===== config.mk =====
export PLATFORM = sky130hd
export DESIGN_NAME = mem_read_agent
export DESIGN_NICKNAME = d
export VERILOG_FILES = /design/src/rtl/memory_pkg.sv /design/src/rtl/mem_read_rsp_fifo.sv /design/src/rtl/mem_read_agent.sv
export SDC_FILE = /design/constraint.sdc
export NUM_CORES = 1
export LEC_CHECK = 0
export BUFFER_PORTS_ARGS = -buffer_cell sky130_fd_sc_hd__buf_2
export CAP_MARGIN = 30
export CORE_ASPECT_RATIO = 1.5
export CORE_MARGIN = 4
export CORE_UTILIZATION = 40
export DETAILED_ROUTE_END_ITERATION = 12
export PLACE_DENSITY_LB_ADDON = 0.08
export SYNTH_ARGS = -nofsm -noshare
export SYNTH_HDL_FRONTEND = slang
export SYNTH_SLANG_ARGS = --single-unit
export TNS_END_PERCENT = 5

===== constraint.sdc =====
create_clock -name rd_clk -period 7 [get_ports rd_clk]
set_input_delay 0.7 -clock rd_clk [delete_from_list [all_inputs] [get_ports rd_clk]]
set_output_delay 0.7 -clock rd_clk [all_outputs]
set_load 0.01 [all_outputs]

===== src/rtl/memory_pkg.sv =====
// Shared types for the single-port memory abstraction and its read agent.
package memory_pkg;

    // Read latency of the memory being driven.
    typedef enum logic {
        ASYNC_READ = 1'b0,
        SYNC_READ  = 1'b1
    } read_type_t;

    localparam int unsigned DEF_DATA_WIDTH = 32;
    localparam int unsigned DEF_ADDR_WIDTH = 8;

    // Response payload at default widths; modules with other widths declare
    // a local typedef of the same shape.
    typedef struct packed {
        logic [DEF_ADDR_WIDTH-1:0] addr;
        logic [DEF_DATA_WIDTH-1:0] data;
    } mem_rd_rsp_t;

    // Width of one {addr, data} response entry.
    function automatic int unsigned rsp_width(input int unsigned aw, input int unsigned dw);
        return aw + dw;
    endfunction

endpackage


===== src/rtl/mem_read_rsp_fifo.sv =====
// Synchronous response FIFO; full/empty from pointers with an extra wrap bit.
module mem_read_rsp_fifo
#(
    parameter int unsigned WIDTH = 40,
    parameter int unsigned DEPTH = 4
) (
    input  logic                     clk,
    input  logic                     rst,
    input  logic                     push,
    input  logic [WIDTH-1:0]         push_data,
    input  logic                     pop,
    output logic [WIDTH-1:0]         head_data,
    output logic                     full,
    output logic                     empty,
    output logic [$clog2(DEPTH):0]   count
);

    localparam int unsigned PTR_W = $clog2(DEPTH);

    logic [WIDTH-1:0] store [DEPTH];
    logic [PTR_W:0]   wr_ptr;
    logic [PTR_W:0]   rd_ptr;
    logic             do_push;
    logic             do_pop;

    assign empty     = (wr_ptr == rd_ptr);
    assign full      = (wr_ptr[PTR_W] != rd_ptr[PTR_W]) &&
                       (wr_ptr[PTR_W-1:0] == rd_ptr[PTR_W-1:0]);
    assign count     = wr_ptr - rd_ptr;
    assign do_push   = push && !full;
    assign do_pop    = pop && !empty;
    assign head_data = store[rd_ptr[PTR_W-1:0]];

    // Pointer advance; wraps naturally through the extra MSB.
    always_ff @(posedge clk) begin
        if (rst) begin
            wr_ptr <= '0;
            rd_ptr <= '0;
        end else begin
            if (do_push) wr_ptr <= wr_ptr + (PTR_W+1)'(1);
            if (do_pop)  rd_ptr <= rd_ptr + (PTR_W+1)'(1);
        end
    end

    // Entry storage; contents are don't-care until written.
    always_ff @(posedge clk) begin
        if (do_push) store[wr_ptr[PTR_W-1:0]] <= push_data;
    end

endmodule


===== src/rtl/mem_read_agent.sv =====
// Read-side initiator: request credit counter, optional one-cycle in-flight
// slot for synchronous memories, and an in-order response FIFO.
// Optional embedded checks: define MEM_READ_AGENT_ASSERT_EN.
module mem_read_agent
    import memory_pkg::*;
#(
    parameter int unsigned DATA_WIDTH = 32,
    parameter int unsigned ADDR_WIDTH = 8,
    parameter read_type_t  MEM_TYPE   = ASYNC_READ,
    parameter int unsigned RSP_DEPTH  = 4
) (
    input  logic                          rd_clk,
    input  logic                          rst,
    input  logic                          req_valid,
    output logic                          req_ready,
    input  logic [ADDR_WIDTH-1:0]         req_addr,
    output logic [ADDR_WIDTH-1:0]         mem_read_addr,
    input  logic [DATA_WIDTH-1:0]         mem_read_data,
    output logic                          rsp_valid,
    input  logic                          rsp_ready,
    output logic [ADDR_WIDTH-1:0]         rsp_addr,
    output logic [DATA_WIDTH-1:0]         rsp_data,
    output logic [$clog2(RSP_DEPTH):0]    outstanding
);

    localparam int unsigned CNT_W = $clog2(RSP_DEPTH) + 1;
    localparam int unsigned RSP_W = rsp_width(ADDR_WIDTH, DATA_WIDTH);

    typedef struct packed {
        logic [ADDR_WIDTH-1:0] addr;
        logic [DATA_WIDTH-1:0] data;
    } rsp_t;

    logic             accept;
    logic             pop;
    logic             push;
    rsp_t             push_rsp;
    rsp_t             head_rsp;
    logic             fifo_full;
    logic             fifo_empty;
    logic [CNT_W-1:0] fifo_count;
    logic [CNT_W-1:0] outstanding_d;

    assign mem_read_addr = req_addr;
    assign accept        = req_valid && req_ready;
    assign pop           = rsp_valid && rsp_ready;

    generate
        if (MEM_TYPE == SYNC_READ) begin : g_sync
            logic                  slot_valid;
            logic [ADDR_WIDTH-1:0] slot_addr;

            // Hold the accepted address for one cycle while the memory produces data.
            always_ff @(posedge rd_clk) begin
                if (rst) begin
                    slot_valid <= 1'b0;
                    slot_addr  <= '0;
                end else begin
                    slot_valid <= accept;
                    if (accept) slot_addr <= req_addr;
                end
            end

            assign push     = slot_valid;
            assign push_rsp = rsp_t'({slot_addr, mem_read_data});
        end else begin : g_async
            assign push     = accept;
            assign push_rsp = rsp_t'({req_addr, mem_read_data});
        end
    endgenerate

    // Credit count next value: +1 on accept, -1 on pop, unchanged on both.
    always_comb begin
        outstanding_d = outstanding;
        if (accept && !pop) begin
            outstanding_d = outstanding + CNT_W'(1);
        end else if (pop && !accept) begin
            outstanding_d = outstanding - CNT_W'(1);
        end
    end

    // Credit register; req_ready is registered so rsp_ready never reaches it combinationally.
    always_ff @(posedge rd_clk) begin
        if (rst) begin
            outstanding <= '0;
            req_ready   <= 1'b1;
        end else begin
            outstanding <= outstanding_d;
            req_ready   <= (outstanding_d < CNT_W'(RSP_DEPTH));
        end
    end

    mem_read_rsp_fifo #(
        .WIDTH (RSP_W),
        .DEPTH (RSP_DEPTH)
    ) u_rsp_fifo (
        .clk       (rd_clk),
        .rst       (rst),
        .push      (push && !fifo_full),
        .push_data (push_rsp),
        .pop       (pop),
        .head_data (head_rsp),
        .full      (fifo_full),
        .empty     (fifo_empty),
        .count     (fifo_count)
    );

    assign rsp_valid = !fifo_empty;
    assign rsp_addr  = head_rsp.addr;
    assign rsp_data  = head_rsp.data;

`ifdef MEM_READ_AGENT_ASSERT_EN
    

    
    
    
    
    
`else
    // FIFO occupancy is only consumed by the embedded checks.
    logic unused_fifo_count;
    assign unused_fifo_count = ^fifo_count;
`endif

endmodule


==> flow_summary.toml <==
[routing]
wl_met1_mm = 4.85
drt_iter0_markers = 176
viasPerCell = 5.18
wl_met3_um = 593
wl_met2_mm = 6.84
dr.max_layer_used = "met5"
route.vias.total = 3289
wl_per_cell_um = 19.6
ant_nets = 0
route.detailed.drc = 0
first_pass_iters = 7
totalWireLength_mm = 12.5

[yosys]
mappedNetlistArea_um2 = 6650
synth.area.top_cells = "edfxtp_1 72%, mux4_2 14%, dfxtp_1 3.6%"
ys_types = 34
yosys_warnings = 0
syn_avg_cell_area_um2 = 21.2
synth_most_common_cell = "edfxtp_1"
synth_ff_type = "edfxtp_1"
synthCells = 314
async_flop_share_pct = 0
syn-num-nets = 367
yosys.area.top_type = "edfxtp_1"
yosysSeqAreaShare_pct = 75.9
yosys.area.top_type_share_pct = 72.3
synth_top_cells_by_count = "160 x edfxtp_1, 40 x mux4_2, 13 x buf_4, 12 x dfxtp_1, 9 x ha_1"
synth_enable_flop_cells = 160
ys_ff_latch = 172

[clock_tree]
insertion_delay_ns = 0.42
cts_hold_buf = 0
numCtsBuffers = 17
clkSinkCount = 172
post_cts_resize_count = 0
cts_tree = "done"
clkTransAtPathRegs_ns = 0.06
clockBufferDepth = 2
root_buffer = "clkbuf_16"
post-cts-setup-buffer-count = 0
htree_num_levels = 4

[pwr]
power_frac_clock_pct = 27.7
p_seq_share_pct = 44.0
power_switching_uw = 995
pwr_density_cell_nw_per_um2 = 419
internal_power_mw = 2.32
p_comb_share_pct = 28.3
ir_drop_mv = 0.197
sw_frac_of_total_pct = 30.0
p_leak_nw = 2.70

[worst_hold_path]
hold_path.class = "in -> reg"

[setup_path]
critPathArrivalTime_ns = 2.13
critPathRequiredTime_ns = 6.30
setup.worst_path.end_class = "primary output"
cpLargestDelayFamily = "flip-flops"
max_stage_delay_ns = 0.91
worstSetupPathType = "reg -> out"
cp_max_fo = 40
worst-path-buf-inv = 1
reg2reg_slack_ns = 4.57
slowest_stage = "dfxtp_4"
crit_chain = "mux4_2, buf_2"
start_kind = "flip-flop"

[global_routing]
track_usage_pct = 13.9
grt_overflow = 0
grt_max_degree = 41
grt_first_pass_wirelength_mm = 19.4
antenna_found_initial = 1
grt_pass1_vias = 3548

[floorplanning]
die_height_um = 166
die_area_um2 = 18800
coreArea_um2 = 16300
start_util_pct = 40.9
io_pins = 97
chipWidth_um = 113
fp-row-count = 57

[timing]
rsz0062_at_grt = "no"
clock_skew_ns = 0.00693
max_freq_ghz = 0.354
period_needed_ns = 2.83
slew_violations = 0
fin_crit_sh_pct = 40.4
tightest_slew_ns = 0.850
hold_viol = 0
finalSetupViolCount = 0
finalSetupTns_ns = 0
max_slew_margin_pct = 43.3

[placement]
gp_congestion = 0.763
dp_hpwl_mm = 7.52
portBuffers = 96
place_inst = 603

[layout]
stdcell_count = 635
diodes = 0
drive_gt1_share_pct = 41.3
nets = 469
syn2layout_area_growth_pct = 19.0

[run]
drv_cap = 0

[status]
status = "finished clean"
-- cells in the final DEF, fill, tap and decap left out, drive strengths merged, types with 2 or more instances in the layout --
| master | instances |
|---|---|
| ha | 9 |
| nand3b | 2 |
| nor2b | 3 |
| clkbuf | 18 |
| a211o | 2 |
| nor3b | 5 |
| edfxtp | 160 |
| and3b | 2 |
| xor2 | 3 |
| o211ai | 3 |
| a22oi | 2 |
| a21oi | 5 |
| dfxtp | 12 |
| a31oi | 3 |
| bufinv | 3 |
| clkinvlp | 3 |
| buf | 101 |
| nand3 | 3 |
| o21ai | 8 |
| and2 | 4 |
| nor2 | 3 |
| clkinv | 8 |
| nand4 | 2 |
| a211oi | 2 |
| inv | 5 |
| mux4 | 40 |
| xnor2 | 3 |
| nand2 | 7 |
-- final cells by class --
cell class              count  area, um^2
flip-flops and latches    172        5050
clock inverters            14         153
fillers                  1374        8350
well taps                 206         258
repair buffers            101         518
clock buffers              18         429
multi-input cells         119        1480
inverters                   5        18.8
-- power by group through the flow --
| stage | Combinational (mW) | Sequential (mW) | Clock (mW) |
|---|---|---|---|
| finish | 0.938 | 1.46 | 0.918 |
| global route | 1.03 | 1.49 | 0.987 |
| global placement | 0.968 | 1.49 | 0 |
| detailed placement | 0.970 | 1.49 | 0 |
| floorplan | 0.680 | 1.40 | 0 |
| CTS | 0.972 | 1.47 | 0.943 |
-- per-layer routing --
metal  vias to the layer above  global-route usage [%]
met5                         -                       0
met4                         2                    4.71
met3                        11                    4.74
met2                        68                    24.2
met1                      1716                    15.9
li1                       1492                       -
-- registers in the layout (all words and copies together), names as in the netlist, named ones only --
signal / flops
outstanding: 2
req_ready: 1
u_rsp_fifo.rd_ptr: 3
u_rsp_fifo.store: 160
u_rsp_fifo.wr_ptr: 3
-- path summary, 6_finish.rpt --
path,startpoint,to,depth (start not counted)
max,flip-flop,rsp_data[25],2
min,mem_read_data[4],u_rsp_fifo.store[3][4]$_DFFE_PP_,1
max reg2reg,u_rsp_fifo.wr_ptr[1]$_SDFFE_PP0P_,req_ready$_SDFF_PP1_,7
min reg2reg,outstanding[1]$_SDFFE_PP0P_,outstanding[1]$_SDFFE_PP0P_,2
-- metrics by stage --
| step | hold WS (ns) | power [mW] | worst slack [ns] | utilization [%] | instance area [um^2] |
|---|---|---|---|---|---|
| 2_1_floorplan | 0.495 | 2.08 | 3.70 | - | 6650 |
| 3_3_place_gp | 0.504 | 2.45 | 4.42 | 45.1 | 7330 |
| 3_5_place_dp | 0.508 | 2.46 | 4.37 | 45.1 | 7330 |
| 4_1_cts | 0.471 | 3.38 | 4.07 | 48.6 | 7910 |
| 5_1_grt | 0.471 | 3.51 | 3.98 | 48.6 | 7910 |
| 6_report | 0.493 | 3.32 | 4.17 | 48.6 | 7910 |
-- cell families after synthesis --
group                    synth area share (%)
AO/OA/AOI/OAI                            2.56
XOR/XNOR                                0.791
adder cells (fa/ha/maj)                  1.69
buffers and inverters                    2.03
flip-flops                               75.9
multiplexers                             13.6
AND/OR/NAND/NOR                          3.46
-- worst register-to-register path, stage by stage (launching register included) --
cell	delay, ns
dfxtp_1	0.37
xnor2_1	0.45
nand2_1	0.20
o21ai_0	0.21
ha_1	0.28
and3b_1	0.22
o21ai_0	0.13
or3b_2	0.45
Note: power is estimated with default switching activity, not from simulation.
